[config.mk]
export PLATFORM = sky130hd
export DESIGN_NAME = axil_master
export DESIGN_NICKNAME = d
export VERILOG_FILES = /design/src/rtl/axil_pkg.sv /design/src/rtl/axil_timeout_ctr.sv /design/src/rtl/axil_master.sv
export SDC_FILE = /design/constraint.sdc
export NUM_CORES = 1
export LEC_CHECK = 0
export CAP_MARGIN = 10
export CORE_ASPECT_RATIO = 1.2
export CORE_UTILIZATION = 67
export DETAILED_ROUTE_END_ITERATION = 10
export DONT_BUFFER_PORTS = 1
export HOLD_SLACK_MARGIN = 0.05
export PLACE_DENSITY = 0.83
export SLEW_MARGIN = 40
export SYNTH_ARGS = -nofsm -noshare
export SYNTH_HDL_FRONTEND = slang
export SYNTH_HIERARCHICAL = 1
export SYNTH_SLANG_ARGS = --single-unit
[constraint.sdc]
create_clock -name s_axi_aclk -period 4 [get_ports s_axi_aclk]
set_input_delay 0.2 -clock s_axi_aclk [delete_from_list [all_inputs] [get_ports s_axi_aclk]]
set_output_delay 0.2 -clock s_axi_aclk [all_outputs]
set_load 0.01 [all_outputs]
[src/rtl/axil_pkg.sv]
// rtl/axil_pkg.sv - AXI4-Lite response codes and master state encoding
package axil_pkg;

  localparam logic [1:0] RESP_OKAY   = 2'b00;
  localparam logic [1:0] RESP_EXOKAY = 2'b01;
  localparam logic [1:0] RESP_SLVERR = 2'b10;
  localparam logic [1:0] RESP_DECERR = 2'b11;

  typedef enum logic [2:0] {
    IDLE    = 3'd0,
    WR_REQ  = 3'd1,
    WR_RESP = 3'd2,
    RD_REQ  = 3'd3,
    RD_RESP = 3'd4,
    RSP     = 3'd5
  } axil_state_e;

endpackage

[src/rtl/axil_timeout_ctr.sv]
// rtl/axil_timeout_ctr.sv - wait-cycle counter that flags an unresponsive slave
module axil_timeout_ctr #(
  parameter int TIMEOUT_CYCLES = 256
) (
  input  logic s_axi_aclk,
  input  logic s_axi_aresetn,
  input  logic clear,
  input  logic count_en,
  output logic expired
);

  localparam int CNT_W = $clog2(TIMEOUT_CYCLES + 1);

  logic [CNT_W-1:0] count_q, count_d;

  // Fires during the last permitted wait cycle so the FSM leaves on that edge.
  assign expired = count_en && (count_q == CNT_W'(TIMEOUT_CYCLES - 1));

  always_comb begin
    count_d = count_q;
    if (clear) begin
      count_d = '0;
    end else if (count_en && !expired) begin
      count_d = count_q + CNT_W'(1);
    end
  end

  always_ff @(posedge s_axi_aclk or negedge s_axi_aresetn) begin
    if (!s_axi_aresetn) begin
      count_q <= '0;
    end else begin
      count_q <= count_d;
    end
  end

endmodule

[src/rtl/axil_master.sv]
// rtl/axil_master.sv - single-outstanding AXI4-Lite master; AXIL_MASTER_TIMEOUT_EN adds a wait timeout
module axil_master
  import axil_pkg::*;
#(
  parameter int DATA_WIDTH     = 32,
  parameter int ADDR_WIDTH     = 4,
  parameter int TIMEOUT_CYCLES = 256
) (
  input  logic                    s_axi_aclk,
  input  logic                    s_axi_aresetn,
  input  logic                    cmd_valid,
  output logic                    cmd_ready,
  input  logic                    cmd_write,
  input  logic [ADDR_WIDTH-1:0]   cmd_addr,
  input  logic [DATA_WIDTH-1:0]   cmd_wdata,
  input  logic [DATA_WIDTH/8-1:0] cmd_wstrb,
  output logic                    rsp_valid,
  input  logic                    rsp_ready,
  output logic [DATA_WIDTH-1:0]   rsp_rdata,
  output logic [1:0]              rsp_resp,
  output logic                    rsp_timeout,
  output logic [ADDR_WIDTH-1:0]   m_axi_awaddr,
  output logic [2:0]              m_axi_awprot,
  output logic                    m_axi_awvalid,
  input  logic                    m_axi_awready,
  output logic [DATA_WIDTH-1:0]   m_axi_wdata,
  output logic [DATA_WIDTH/8-1:0] m_axi_wstrb,
  output logic                    m_axi_wvalid,
  input  logic                    m_axi_wready,
  input  logic [1:0]              m_axi_bresp,
  input  logic                    m_axi_bvalid,
  output logic                    m_axi_bready,
  output logic [ADDR_WIDTH-1:0]   m_axi_araddr,
  output logic [2:0]              m_axi_arprot,
  output logic                    m_axi_arvalid,
  input  logic                    m_axi_arready,
  input  logic [DATA_WIDTH-1:0]   m_axi_rdata,
  input  logic [1:0]              m_axi_rresp,
  input  logic                    m_axi_rvalid,
  output logic                    m_axi_rready
);

  localparam int STRB_W = DATA_WIDTH / 8;

  if (!(DATA_WIDTH == 32 || DATA_WIDTH == 64) || TIMEOUT_CYCLES < 1) begin : g_bad_param
    $error("axil_master: DATA_WIDTH must be 32 or 64 and TIMEOUT_CYCLES at least 1");
  end

  axil_state_e         state_q, state_d;
  logic                cmd_ready_q, cmd_ready_d;
  logic [ADDR_WIDTH-1:0] awaddr_q, awaddr_d;
  logic                awvalid_q, awvalid_d;
  logic [DATA_WIDTH-1:0] wdata_q, wdata_d;
  logic [STRB_W-1:0]   wstrb_q, wstrb_d;
  logic                wvalid_q, wvalid_d;
  logic                bready_q, bready_d;
  logic [ADDR_WIDTH-1:0] araddr_q, araddr_d;
  logic                arvalid_q, arvalid_d;
  logic                rready_q, rready_d;
  logic                rsp_valid_q, rsp_valid_d;
  logic [DATA_WIDTH-1:0] rsp_rdata_q, rsp_rdata_d;
  logic [1:0]          rsp_resp_q, rsp_resp_d;

`ifdef AXIL_MASTER_TIMEOUT_EN
  logic rsp_timeout_q, rsp_timeout_d;
  logic timeout_hit;

  axil_timeout_ctr #(
    .TIMEOUT_CYCLES (TIMEOUT_CYCLES)
  ) u_timeout_ctr (
    .s_axi_aclk    (s_axi_aclk),
    .s_axi_aresetn (s_axi_aresetn),
    .clear         (state_q == IDLE),
    .count_en      (state_q inside {WR_REQ, WR_RESP, RD_REQ, RD_RESP}),
    .expired       (timeout_hit)
  );

  assign rsp_timeout = rsp_timeout_q;
`else
  assign rsp_timeout = 1'b0;
`endif

  always_comb begin
    state_d     = state_q;
    awaddr_d    = awaddr_q;
    awvalid_d   = awvalid_q;
    wdata_d     = wdata_q;
    wstrb_d     = wstrb_q;
    wvalid_d    = wvalid_q;
    bready_d    = bready_q;
    araddr_d    = araddr_q;
    arvalid_d   = arvalid_q;
    rready_d    = rready_q;
    rsp_valid_d = rsp_valid_q;
    rsp_rdata_d = rsp_rdata_q;
    rsp_resp_d  = rsp_resp_q;
`ifdef AXIL_MASTER_TIMEOUT_EN
    rsp_timeout_d = rsp_timeout_q;
`endif

    case (state_q)
      IDLE: begin
        if (cmd_valid && cmd_ready_q) begin
          if (cmd_write) begin
            awaddr_d  = cmd_addr;
            wdata_d   = cmd_wdata;
            wstrb_d   = cmd_wstrb;
            awvalid_d = 1'b1;
            wvalid_d  = 1'b1;
            state_d   = WR_REQ;
          end else begin
            araddr_d  = cmd_addr;
            arvalid_d = 1'b1;
            state_d   = RD_REQ;
          end
        end
      end
      WR_REQ: begin
        // AW and W complete independently; move on once both have handshaken.
        awvalid_d = awvalid_q && !m_axi_awready;
        wvalid_d  = wvalid_q && !m_axi_wready;
        if (!awvalid_d && !wvalid_d) begin
          bready_d = 1'b1;
          state_d  = WR_RESP;
        end
      end
      WR_RESP: begin
        if (m_axi_bvalid && bready_q) begin
          bready_d    = 1'b0;
          rsp_resp_d  = m_axi_bresp;
          rsp_rdata_d = '0;
          rsp_valid_d = 1'b1;
          state_d     = RSP;
        end
      end
      RD_REQ: begin
        if (arvalid_q && m_axi_arready) begin
          arvalid_d = 1'b0;
          rready_d  = 1'b1;
          state_d   = RD_RESP;
        end
      end
      RD_RESP: begin
        if (m_axi_rvalid && rready_q) begin
          rready_d    = 1'b0;
          rsp_rdata_d = m_axi_rdata;
          rsp_resp_d  = m_axi_rresp;
          rsp_valid_d = 1'b1;
          state_d     = RSP;
        end
      end
      RSP: begin
        if (rsp_ready) begin
          rsp_valid_d = 1'b0;
          state_d     = IDLE;
        end
      end
      default: state_d = IDLE;
    endcase

`ifdef AXIL_MASTER_TIMEOUT_EN
    if (state_q == IDLE && state_d != IDLE) begin
      rsp_timeout_d = 1'b0;
    end
    // A handshake that completes the transaction on the expiry edge wins.
    if (timeout_hit && state_d != RSP) begin
      awvalid_d     = 1'b0;
      wvalid_d      = 1'b0;
      bready_d      = 1'b0;
      arvalid_d     = 1'b0;
      rready_d      = 1'b0;
      rsp_resp_d    = RESP_SLVERR;
      rsp_rdata_d   = '0;
      rsp_timeout_d = 1'b1;
      rsp_valid_d   = 1'b1;
      state_d       = RSP;
    end
`endif

    cmd_ready_d = (state_d == IDLE);
  end

  always_ff @(posedge s_axi_aclk or negedge s_axi_aresetn) begin
    if (!s_axi_aresetn) begin
      state_q     <= IDLE;
      cmd_ready_q <= 1'b0;
      awaddr_q    <= '0;
      awvalid_q   <= 1'b0;
      wdata_q     <= '0;
      wstrb_q     <= '0;
      wvalid_q    <= 1'b0;
      bready_q    <= 1'b0;
      araddr_q    <= '0;
      arvalid_q   <= 1'b0;
      rready_q    <= 1'b0;
      rsp_valid_q <= 1'b0;
      rsp_rdata_q <= '0;
      rsp_resp_q  <= RESP_OKAY;
`ifdef AXIL_MASTER_TIMEOUT_EN
      rsp_timeout_q <= 1'b0;
`endif
    end else begin
      state_q     <= state_d;
      cmd_ready_q <= cmd_ready_d;
      awaddr_q    <= awaddr_d;
      awvalid_q   <= awvalid_d;
      wdata_q     <= wdata_d;
      wstrb_q     <= wstrb_d;
      wvalid_q    <= wvalid_d;
      bready_q    <= bready_d;
      araddr_q    <= araddr_d;
      arvalid_q   <= arvalid_d;
      rready_q    <= rready_d;
      rsp_valid_q <= rsp_valid_d;
      rsp_rdata_q <= rsp_rdata_d;
      rsp_resp_q  <= rsp_resp_d;
`ifdef AXIL_MASTER_TIMEOUT_EN
      rsp_timeout_q <= rsp_timeout_d;
`endif
    end
  end

  assign cmd_ready     = cmd_ready_q;
  assign rsp_valid     = rsp_valid_q;
  assign rsp_rdata     = rsp_rdata_q;
  assign rsp_resp      = rsp_resp_q;
  assign m_axi_awaddr  = awaddr_q;
  assign m_axi_awprot  = 3'b000;
  assign m_axi_awvalid = awvalid_q;
  assign m_axi_wdata   = wdata_q;
  assign m_axi_wstrb   = wstrb_q;
  assign m_axi_wvalid  = wvalid_q;
  assign m_axi_bready  = bready_q;
  assign m_axi_araddr  = araddr_q;
  assign m_axi_arprot  = 3'b000;
  assign m_axi_arvalid = arvalid_q;
  assign m_axi_rready  = rready_q;

endmodule

==> results of run 1 <==
==> layout by cell type, fill, tap and decap left out, types with 2 or more instances in the layout <==
cell                            Yosys  final
sky130_fd_sc_hd__dfrtp_1           88     88
sky130_fd_sc_hd__dlygate4sd3_1      0     75
sky130_fd_sc_hd__mux2_2            44     44
sky130_fd_sc_hd__o21ai_0           34     34
sky130_fd_sc_hd__inv_1             34     34
sky130_fd_sc_hd__nand3_1           32     32
sky130_fd_sc_hd__clkbuf_8           0      9
sky130_fd_sc_hd__conb_1             1      7
sky130_fd_sc_hd__a21oi_1            6      6
sky130_fd_sc_hd__nand2_1            6      5
sky130_fd_sc_hd__nor2_1             4      4
sky130_fd_sc_hd__nand3b_1           3      3
sky130_fd_sc_hd__nor2b_1            2      2
sky130_fd_sc_hd__nor3b_1            3      2
sky130_fd_sc_hd__nand2b_1           2      2
sky130_fd_sc_hd__mux2i_1            2      2
sky130_fd_sc_hd__a21o_1             2      2
sky130_fd_sc_hd__a22oi_1            2      2
sky130_fd_sc_hd__clkinvlp_4         0      2
==> layer usage <==
layer / global-route usage / vias to the layer above / part of all wire
li1: - / 1132 / -
met1: 0.331 / 1269 / 0.35
met2: 0.552 / 176 / 0.51
met3: 0.115 / 28 / 0.11
met4: 0.169 / 0 / 0.027
met5: 0 / - / 0
==> sequential cells by signal (all words and copies together) (netlist names) <==
name	cells
m_axi_arvalid	1
m_axi_wdata	32
cmd_ready	1
m_axi_awvalid	1
rsp_valid	1
rsp_rdata	32
m_axi_bready	1
m_axi_wstrb	4
m_axi_araddr	4
m_axi_awaddr	4
m_axi_wvalid	1
m_axi_rready	1
state_q	3
rsp_resp	2
==> what timing repair did <==
item                      CTS  global route
gates resized for setup     0             0
hold endpoints to repair  166             0
hold buffers               76             0
==> through the flow <==
stage / power (mW) / instances / cell area [µm²]
2_1_floorplan: 2.08 / 306 / 3620
3_3_place_gp: 2.17 / 343 / 3570
3_5_place_dp: 2.21 / 343 / 3580
4_1_cts: 2.87 / 434 / 4540
5_1_grt: 3.06 / 434 / 4540
6_report: 2.92 / 435 / 4540
==> final timing paths <==
kind / start / end / slack (ns)
min: rsp_ready / rsp_valid$_DFFE_PN0P_ / 0.07
max in group asynchronous: s_axi_aresetn / m_axi_arvalid$_DFFE_PN0P_ / 3.24
min reg2reg: m_axi_rready$_DFFE_PN0P_ / m_axi_rready$_DFFE_PN0P_ / 0.58
max reg2reg: state_q[2]$_DFF_PN0_ / cmd_ready$_DFF_PN0_ / 1.78
min in group asynchronous: s_axi_aresetn / rsp_rdata[0]$_DFFE_PN0P_ / 0.44
max: state_q[2]$_DFF_PN0_ / cmd_ready$_DFF_PN0_ / 1.78
==> cells by family (layout without fill, tap and decap cells) <==
family | count (synthesis) | in the layout | synth area share
other cells | 1 | 8 | 0.00104
compound gates | 46 | 46 | 0.0721
mux | 46 | 46 | 0.143
buf+inv | 58 | 126 | 0.0745
simple gates | 61 | 61 | 0.0961
flops | 88 | 88 | 0.613
==> where the power goes <==
part	switching (mW)	internal, mW
Clock	0.298	0.285
Sequential	0.443	1.23
Combinational	0.307	0.361
Total	1.05	1.87
==> layout make-up <==
type                       count  area [µm²]
timing repair buffer          77         786
sequential                    88        2200
clock inverter                 5        58.8
tap                           60        75.1
fill                         203         500
antenna                        1        2.50
multi-input combinational    160        1160
inverter                      34         128
clock buffer                  10         128
==> results.md, run 1 <==
* Post-route DRC violation count at 0
* Worst hold slack across all endpoints at 0.0691 ns
* Total via count in the routed design at 2605
* Most frequent cell after synthesis: sky130_fd_sc_hd__dfrtp_1
* Async S/R FF share, synth at 1.00
* Post-CTS Setup Bufs at 0
* Clock root buffer: sky130_fd_sc_hd__clkbuf_8
* Top flip-flop cell by instance count after synthesis: sky130_fd_sc_hd__dfrtp_1
* Initial antenna violation count at 0
* Number of cells on the worst hold path at 2
* Count of max-cap constraint violations at 0
* CTS clk-pin slew, worst paths at 0.08 ns
* Global Route Usage Sum at 0.319
* IO Count at 178
* Run status: complete, no violations
* Final total negative setup slack at 0 ns
* Final period demand of the worst path at 2.22 ns
* Via count of the first global-routing pass at 2656
* Final hold violations at 0
* Worst setup skew after layout at 0.0107 ns
* Number of H-tree levels at 3
* CP required at 4.23 ns
* Cell family with most CP delay: simple AND/OR/NAND/NOR gates
* Transition time at the pin with the least slew margin at 0.641 ns
* Peak fanout along the critical path at 70
* CP cell instances: or3b_2, a2bb2o_4, or4b_4, and4bb_1
* Endpoint kind of the worst setup timing path: register
* Clock tree from TritonCTS: built
* Standard-cell rows at 28
* Final weighted congestion in routability-driven placement at 0.826
* F_max at 0.451 GHz
* Post-synthesis cell type with the largest combined area: sky130_fd_sc_hd__dfrtp_1
* Synthesized area per cell at 12.0 µm²
* Buffers and inverters on the worst path at 0
* Routed wirelength normalized by instance count at 21.1 µm
* Via density per instance at 5.99
* Die area at 5660 µm²
* Synthesized instance count at 300
* Largest net degree at the start of global routing at 89
* Slew Limit Fails at 0
* CTS sink cnt at 88
* Finished Core Util at 0.901
* Die outline height at 82.2 µm
* Kind of start point of the critical path: register
* Max Buffers Root-to-Sink at 2
* Total stage count of the critical path at 4
* Worst-case headroom to the max-slew limit at 0.569
* Clock Latency Late Sink at 0.35 ns
* Die span in x at 68.9 µm
* Routed Antenna Nets at 0
* # nets final at 456
* Initial Util at 0.712
* IO buf count at 0
* Wire length after detailed routing at 9190 µm
* Crit Path Category: register to register
* Warnings, synthesis at 6
* Post-synth design cell area at 3590 µm²
* Initial DRT Pass Iterations at 4
* Leakage power figure at 2.00 nW
* Synth top area cells: sky130_fd_sc_hd__dfrtp_1 61%, sky130_fd_sc_hd__mux2_2 14%, sky130_fd_sc_hd__o21ai_0 4.7%, sky130_fd_sc_hd__nand3_1 4.5%, sky130_fd_sc_hd__inv_1 3.6%
* Wire length of the first global-routing pass at 12600 µm
* Slowest-stage cell, CP: sky130_fd_sc_hd__a2bb2o_4
* Setup repair after global routing missed its margin: no
* Overall overflow remaining after global route at 0
* Arrival time worst endpoint at 2.45 ns
* Worst reg2reg path depth at 4
* Highest ir drop seen on vdd at 0.000428 V
* CORE AREA at 5040 µm²
* Number of distinct standard cells referenced by the synthesized netlist at 33
* Syn-to-layout area delta at 26.5%
* Ranking of synthesized cells by instance count: 88 x sky130_fd_sc_hd__dfrtp_1, 44 x sky130_fd_sc_hd__mux2_2, 34 x sky130_fd_sc_hd__inv_1, 34 x sky130_fd_sc_hd__o21ai_0, 32 x sky130_fd_sc_hd__nand3_1
* Fraction of layout cells with a size suffix above 1 at 0.179
* Flip-flop and latch count after synthesis at 88
* Worst slack at placement at 1.84 ns
* EDFF count, synth at 0
* Sequential cell area fraction in the yosys report at 0.613
* Number of setup violations in the final report at 0
* Share of Yosys cell area claimed by the top area cell type at 0.613
* TritonCTS buffer count at 9
* Final HPWL DP at 4620 µm
* Min setup slack post-route at 1.78 ns
* Stage delay of the slowest cell on the critical path at 0.63 ns
* Class of the tightest hold or removal check: input pin to register
* Fraction of the cycle the final worst path needs at 0.555
* P per Cell Area at 643 nW/µm²
* Initial detailed-routing violation count at 162
Power figures use the tool's default switching activity.
==> run 2: changes to the inputs <==
--- a/config.mk
+++ b/config.mk
@@ -7,11 +7,11 @@
 export LEC_CHECK = 0
 export CAP_MARGIN = 10
 export CORE_ASPECT_RATIO = 1.2
-export CORE_UTILIZATION = 67
+export CORE_UTILIZATION = 62
 export DETAILED_ROUTE_END_ITERATION = 10
 export DONT_BUFFER_PORTS = 1
 export HOLD_SLACK_MARGIN = 0.05
-export PLACE_DENSITY = 0.83
+export PLACE_DENSITY = 0.78
 export SLEW_MARGIN = 40
 export SYNTH_ARGS = -nofsm -noshare
 export SYNTH_HDL_FRONTEND = slang
==> constraint.sdc (replaced) <==
create_clock -name s_axi_aclk -period 2.3 [get_ports s_axi_aclk]
set_input_delay 0.115 -clock s_axi_aclk [delete_from_list [all_inputs] [get_ports s_axi_aclk]]
set_output_delay 0.115 -clock s_axi_aclk [all_outputs]
set_load 0.01 [all_outputs]
==> run 2 against run 1 <==
  * Sequential power rose by 74%
  * Final cell count increased by 3.2%
  * Critical path depth rose by 1
  * Critical path type unchanged
  * Critical endpoint is now rsp_resp[0]$_DFFE_PN0P_
  * Highest routed layer unchanged
==> results.md, run 2 (synthesis results as in run 1) <==
* Setup repair after global routing missed its margin: no (unchanged)
* Die area at 6110 µm² (was 5660 µm²)
* Initial DRT Pass Iterations at 4 (unchanged)
* Highest ir drop seen on vdd at 0.000784 V (was 0.000428 V)
* Kind of start point of the critical path: register (unchanged)
* Filler cells at 274 (was 203)
* Wire length of the first global-routing pass at 13600 µm (was 12600 µm)
* Worst reg2reg path depth at 5 (was 4)
* Final weighted congestion in routability-driven placement at 0.807 (was 0.826)
* Total via count in the routed design at 2609 (was 2605)
* Initial antenna violation count at 0 (unchanged)
* Class of the tightest hold or removal check: input pin to register (unchanged)
* Area used by multi-input combinational logic at 1150 µm² (was 1160 µm²)
* Post-route DRC violation count at 0 (unchanged)
* Clock Latency Late Sink at 0.35 ns (about the same)
* Syn-to-layout area delta at 30.1% (was 26.5%)
* Number of cells on the worst hold path at 2 (unchanged)
* Final period demand of the worst path at 2.14 ns (was 2.22 ns)
* F_max at 0.467 GHz (was 0.451 GHz)
* IO Count at 178 (unchanged)
* CTS sink cnt at 88 (unchanged)
* CP cell instances: nor3b_2, buf_6, mux2i_1, dlygate4sd3_1, a21oi_1 (was or3b_2, a2bb2o_4, or4b_4, and4bb_1)
* Number of antenna cells inserted at 0 (was 1)
* Die span in x at 71.5 µm (was 68.9 µm)
* Final total negative setup slack at 0 ns (unchanged)
* Routed wirelength normalized by instance count at 20.0 µm (was 21.1 µm)
* Clock root buffer: sky130_fd_sc_hd__clkbuf_8 (unchanged)
* Fraction of layout cells with a size suffix above 1 at 0.182 (was 0.179)
* Via density per instance at 5.81 (was 5.99)
* # nets final at 466 (was 456)
* CORE AREA at 5630 µm² (was 5040 µm²)
* Final hold violations at 0 (unchanged)
* Routed Antenna Nets at 0 (unchanged)
* Endpoint kind of the worst setup timing path: register (unchanged)
* Sequential standard cell area at 2200 µm² (unchanged)
* Die outline height at 85.4 µm (was 82.2 µm)
* Worst setup skew after layout at 0.0104 ns (was 0.0107 ns)
* Finished layout cell area at 4670 µm² (was 4540 µm²)
* Most frequent cells in the layout: 88 x sky130_fd_sc_hd__dfrtp_1, 82 x sky130_fd_sc_hd__dlygate4sd3_1, 44 x sky130_fd_sc_hd__mux2_2, 34 x sky130_fd_sc_hd__o21ai_0, 34 x sky130_fd_sc_hd__inv_1 (was 88 x sky130_fd_sc_hd__dfrtp_1, 75 x sky130_fd_sc_hd__dlygate4sd3_1, 44 x sky130_fd_sc_hd__mux2_2, 34 x sky130_fd_sc_hd__o21ai_0, 34 x sky130_fd_sc_hd__inv_1)
* Standard-cell rows at 30 (was 28)
* CP required at 2.53 ns (was 4.23 ns)
* P per Cell Area at 1110 nW/µm² (was 643 nW/µm²)
* Slowest-stage cell, CP: sky130_fd_sc_hd__dlygate4sd3_1 (was sky130_fd_sc_hd__a2bb2o_4)
* Most common library cell in the layout ignoring fill and taps: sky130_fd_sc_hd__dfrtp_1 (unchanged)
* Buffers and inverters on the worst path at 2 (was 0)
* Count of max-cap constraint violations at 0 (unchanged)
* Initial detailed-routing violation count at 159 (was 162)
* Worst hold slack across all endpoints at 0.0620 ns (was 0.0691 ns)
* Number of H-tree levels at 3 (unchanged)
* Final non-filler cell total at 449 (was 435)
* Cell family with most CP delay: buffers and inverters (was simple AND/OR/NAND/NOR gates)
* Setup slack, reg-to-reg at 0.16 ns (was 1.78 ns)
* Crit Path Category: register to register (unchanged)
* IO buf count at 0 (unchanged)
* Max Buffers Root-to-Sink at 2 (unchanged)
* Overall overflow remaining after global route at 0 (unchanged)
* Arrival time worst endpoint at 2.37 ns (was 2.45 ns)
* Wire length after detailed routing at 8980 µm (was 9190 µm)
* CTS clk-pin slew, worst paths at 0.09 ns (was 0.08 ns)
* Number of setup violations in the final report at 0 (unchanged)
* Run status: complete, no violations (unchanged)
* Clock tree from TritonCTS: built (unchanged)
* Peak fanout along the critical path at 35 (was 70)
* Dpl cells at 350 (was 343)
* Global Route Usage Sum at 0.302 (was 0.319)
* Largest net degree at the start of global routing at 89 (unchanged)
* Total stage count of the critical path at 5 (was 4)
* Final HPWL DP at 4610 µm (was 4620 µm)
* Initial Util at 0.638 (was 0.712)
* Stage delay of the slowest cell on the critical path at 0.58 ns (was 0.63 ns)
* Post-Place Cell Area at 3620 µm² (was 3580 µm²)
* Via count of the first global-routing pass at 2649 (was 2656)
* Fraction of the cycle the final worst path needs at 0.930 (was 0.555)
* Slew Limit Fails at 0 (unchanged)
* Leakage power figure at 2.06 nW (was 2.00 nW)
* TritonCTS buffer count at 9 (unchanged)
## run 2: layer usage
layer | track usage | routed length, µm | up-vias
li1 | - | - | 1157
met1 | 0.345 | 3220 | 1252
met2 | 0.507 | 4540 | 170
met3 | 0.103 | 920 | 30
met4 | 0.148 | 303 | 0
met5 | 0 | 0 | -
## run 2: power by group
group | total (mW) | internal, mW | leakage [nW] | switching [mW]
logic | 1.20 | 0.667 | 0.849 | 0.530
clock network | 1.07 | 0.535 | 0.102 | 0.538
registers | 2.90 | 2.14 | 1.11 | 0.760
total | 5.17 | 3.34 | 2.06 | 1.83
## run 2: through the flow
step | setup slack, ns | util | power [mW]
after global placement | 0.577 | 0.642 | 3.80
after CTS | 0.119 | 0.828 | 5.09
after detailed placement | 0.518 | 0.642 | 3.87
after floorplan | 0.476 | - | 3.61
after global routing | 0.0234 | 0.830 | 5.43
final | 0.161 | 0.830 | 5.17
## run 2: worst paths after layout
| path | from | end |
|---|---|---|
| setup / recovery | state_q[2]$_DFF_PN0_ | rsp_resp[0]$_DFFE_PN0P_ |
| max in group asynchronous | s_axi_aresetn | rsp_rdata[28]$_DFFE_PN0P_ |
| setup reg to reg | state_q[2]$_DFF_PN0_ | rsp_resp[0]$_DFFE_PN0P_ |
| min in group asynchronous | s_axi_aresetn | rsp_rdata[6]$_DFFE_PN0P_ |
| hold reg to reg | m_axi_wdata[30]$_DFFE_PN0P_ | m_axi_wdata[30]$_DFFE_PN0P_ |
| hold / removal | m_axi_bvalid | state_q[1]$_DFF_PN0_ |
## run 2: cell type report
class | instances | share of cell area
Timing Repair Buffer | 87 | 0.194
Multi-Input combinational cell | 160 | 0.246
Sequential cell | 88 | 0.471
Clock buffer | 10 | 0.0294
Inverter | 34 | 0.0273
Clock inverter | 6 | 0.0147
Tap cell | 64 | 0.0171
## run 2: what timing repair did
item,4_1_cts,5_1_grt
hold buffers,82,1
setup endpoints to repair,0,2
gates resized for setup,0,1
endpoints found under the hold margin,172,1
setup buffers,0,0
## run 2: worst reg2reg max path: stages, from the launching register on
cell and delay, ns:
sky130_fd_sc_hd__dfrtp_1 0.48, sky130_fd_sc_hd__nor3b_2 0.33, sky130_fd_sc_hd__buf_6 0.32, sky130_fd_sc_hd__mux2i_1 0.23, sky130_fd_sc_hd__dlygate4sd3_1 0.58, sky130_fd_sc_hd__a21oi_1 0.08
==> run 3: changes to the inputs <==
==> constraint.sdc (replaced) <==
create_clock -name s_axi_aclk -period 2.3 [get_ports s_axi_aclk]
set_input_delay 0.115 -clock s_axi_aclk [delete_from_list [all_inputs] [get_ports s_axi_aclk]]
set_output_delay 0.115 -clock s_axi_aclk [all_outputs]
set_load 0.05 [all_outputs]
==> run 3 against run 2 <==
  * Final cell count rose by 0.89%
  * Clock power rose by 16%
  * Die area did not move
  * Global-route usage rose by 0.23 points
  * Combinational power rose by 18%
  * Via count rose by 1.9%
  * Routed wire length rose by 0.91%
  * Hold slack improved by 0.017 ns
  * First-iteration DRC count fell by 13%
  * Core utilization rose by 1.1 points
  * Sequential cell count did not move
  * Clock skew rose by 0.0018 ns
==> results.md, run 3 (synthesis results as in run 1) <==
* Net switching component of the power at 3.59 mW (was 1.83 mW)
* Die span in x at 71.5 µm (unchanged)
* Number of antenna cells inserted at 0 (unchanged)
* Endpoint kind of the worst setup timing path: register (unchanged)
* Fraction of the cycle the final worst path needs at 0.914 (was 0.930)
* Transition time at the pin with the least slew margin at 0.525 ns
* Total via count in the routed design at 2659 (was 2609)
* Number of cells on the worst hold path at 3 (was 2)
* Run status: complete, no violations (unchanged)
* Peak fanout along the critical path at 35 (unchanged)
* Die area at 6110 µm² (unchanged)
* Post-route DRC violation count at 0 (unchanged)
* Routed length on met3 at 929 µm (was 920 µm)
* Max Buffers Root-to-Sink at 2 (unchanged)
* Internal power component at 3.53 mW (was 3.34 mW)
* Leakage power figure at 2.10 nW (was 2.06 nW)
* CP cell instances: nor3b_2, buf_6, mux2i_1, dlygate4sd3_1, a21oi_1 (unchanged)
* Clock Latency Late Sink at 0.35 ns (about the same)
* FF-to-FF Start: state_q[2]$_DFF_PN0_ (unchanged)
* Syn-to-layout area delta at 31.9% (was 30.1%)
* Highest metal used: met4 (unchanged)
* Initial antenna violation count at 0 (unchanged)
* Largest net degree at the start of global routing at 89 (unchanged)
* Wire length of the first global-routing pass at 13600 µm (about the same)
* Routed wirelength normalized by instance count at 20.0 µm (about the same)
* Arrival time worst endpoint at 2.32 ns (was 2.37 ns)
* Count of max-cap constraint violations at 0 (unchanged)
* Most frequent cells in the layout: 88 x sky130_fd_sc_hd__dfrtp_1, 82 x sky130_fd_sc_hd__dlygate4sd3_1, 44 x sky130_fd_sc_hd__mux2_2, 34 x sky130_fd_sc_hd__o21ai_0, 34 x sky130_fd_sc_hd__inv_1 (unchanged)
* Number of H-tree levels at 3 (unchanged)
* Worst Hold End: state_q[2]$_DFF_PN0_ (was state_q[1]$_DFF_PN0_)
* TritonCTS buffer count at 9 (unchanged)
* Overall overflow remaining after global route at 0 (unchanged)
* CTS sink cnt at 88 (unchanged)
* IO Count at 178 (unchanged)
* Routed Antenna Nets at 0 (unchanged)
* Post-Route M1 WL at 3200 µm (was 3220 µm)
* Number of setup violations in the final report at 0 (unchanged)
* Setup repair after global routing missed its margin: no (unchanged)
* # nets final at 471 (was 466)
* Final HPWL DP at 4670 µm (was 4610 µm)
* P per Cell Area at 1500 nW/µm² (was 1110 nW/µm²)
* Worst reg2reg path depth at 5 (unchanged)
* Die outline height at 85.4 µm (unchanged)
* Critical register-to-register path endpoint: rsp_resp[1]$_DFFE_PN0P_ (was rsp_resp[0]$_DFFE_PN0P_)
* Final non-filler cell total at 453 (was 449)
* Launch point of the worst hold path: m_axi_bvalid (unchanged)
* Clock tree from TritonCTS: built (unchanged)
* Power share of the clock group at 0.174 (was 0.208)
* Switching Share at 0.504 (was 0.354)
* Slew Limit Fails at 0 (unchanged)
* Met2 wire length at 4760 µm (was 4540 µm)
* Share of total power in combinational logic at 0.200 (was 0.232)
* Wire length after detailed routing at 9060 µm (was 8980 µm)
* Initial detailed-routing violation count at 138 (was 159)
* Most common library cell in the layout ignoring fill and taps: sky130_fd_sc_hd__dfrtp_1 (unchanged)
* Slowest-stage cell, CP: sky130_fd_sc_hd__dlygate4sd3_1 (unchanged)
* Kind of start point of the critical path: register (unchanged)
* Dpl cells at 355 (was 350)
* Final period demand of the worst path at 2.10 ns (was 2.14 ns)
* Clock root buffer: sky130_fd_sc_hd__clkbuf_8 (unchanged)
* Fraction of layout cells with a size suffix above 1 at 0.190 (was 0.182)
* Crit Path Category: register to register (unchanged)
* IO buf count at 0 (unchanged)
* Final weighted congestion in routability-driven placement at 0.787 (was 0.807)
* CP required at 2.52 ns (was 2.53 ns)
* Worst setup skew after layout at 0.0122 ns (was 0.0104 ns)
* CTS clk-pin slew, worst paths at 0.07 ns (was 0.09 ns)
* Proportion of power drawn by flip-flops and latches at 0.627 (was 0.561)
* Design Power at 7.13 mW (was 5.17 mW)
* Global Route Usage Sum at 0.304 (was 0.302)
* Via density per instance at 5.87 (was 5.81)
* Initial DRT Pass Iterations at 5 (was 4)
* Highest ir drop seen on vdd at 0.00119 V (was 0.000784 V)
* Class of the tightest hold or removal check: input pin to register (unchanged)
* Final total negative setup slack at 0 ns (unchanged)
* Initial Util at 0.638 (unchanged)
* Post-CTS Setup Bufs at 0 (unchanged)
* CORE AREA at 5630 µm² (unchanged)
* Stage delay of the slowest cell on the critical path at 0.59 ns (was 0.58 ns)
* Worst-case headroom to the max-slew limit at 0.650
* Final hold violations at 0 (unchanged)
* F_max at 0.476 GHz (was 0.467 GHz)
* Standard-cell rows at 30 (unchanged)
* Finished Core Util at 0.842 (was 0.830)
* Setup slack, reg-to-reg at 0.20 ns (was 0.16 ns)
* Via count of the first global-routing pass at 2736 (was 2649)
[run 3: per-stage QoR]
| stage | hold WS, ns | cell area [µm²] | setup WS [ns] |
|---|---|---|---|
| 2_1_floorplan | -0.181 | 3620 | 0.409 |
| 3_3_place_gp | -0.179 | 3650 | 0.482 |
| 3_5_place_dp | -0.179 | 3650 | 0.461 |
| 4_1_cts | 0.0584 | 4730 | 0.188 |
| 5_1_grt | 0.0905 | 4740 | 0.0742 |
| 6_report | 0.0792 | 4740 | 0.197 |
[run 3: how the worst max path moves through the flow]
stage	startpoint	endpoint	slack, ns	cells after the start
after CTS	state_q[2]$_DFF_PN0_	rsp_resp[1]$_DFFE_PN0P_	0.19	5
final	state_q[2]$_DFF_PN0_	rsp_resp[1]$_DFFE_PN0P_	0.20	5
after floorplan	m_axi_rready$_DFFE_PN0P_	cmd_ready$_DFF_PN0_	0.41	5
after global routing	state_q[2]$_DFF_PN0_	rsp_resp[1]$_DFFE_PN0P_	0.07	5
after detailed placement	cmd_ready$_DFF_PN0_	cmd_ready$_DFF_PN0_	0.46	5
after global placement	cmd_ready$_DFF_PN0_	cmd_ready$_DFF_PN0_	0.48	5
[run 3: what timing repair did]
action	4_1_cts	5_1_grt
endpoints found under the setup margin	0	1
gates resized for setup	0	1
hold endpoints to repair	171	0
hold buffers	83	0
[run 3: final cells by class]
cell class / count / area (µm²)
Timing Repair Buffer: 92 / 945
Fill cell: 257 / 892
Clock inverter: 6 / 109
Clock buffer: 9 / 124
Sequential cell: 88 / 2200
Inverter: 34 / 128
Multi-Input combinational cell: 160 / 1150
Tap cell: 64 / 80.1
[run 3: critical path: cells and delay by family, from the launching register on]
| family | cells | cell delay, ns |
|---|---|---|
| AO/OA/AOI/OAI | 1 | 0.07 |
| multiplexers | 1 | 0.23 |
| AND/OR/NAND/NOR | 1 | 0.30 |
| buffers and inverters | 2 | 0.89 |
| flip-flops | 1 | 0.48 |
[run 3: power by group through the flow]
stage,Combinational (mW),Sequential [mW],Clock [mW]
floorplan,0.904,4.46,0
global placement,1.16,4.45,0
detailed placement,1.22,4.46,0
CTS,1.37,4.43,1.25
global route,1.53,4.53,1.32
finish,1.42,4.47,1.24
[run 3: metal layers]
layer	vias to the layer above	GRT usage
met5	-	0
met4	0	0.116
met3	20	0.118
met2	157	0.539
met1	1309	0.326
li1	1173	-
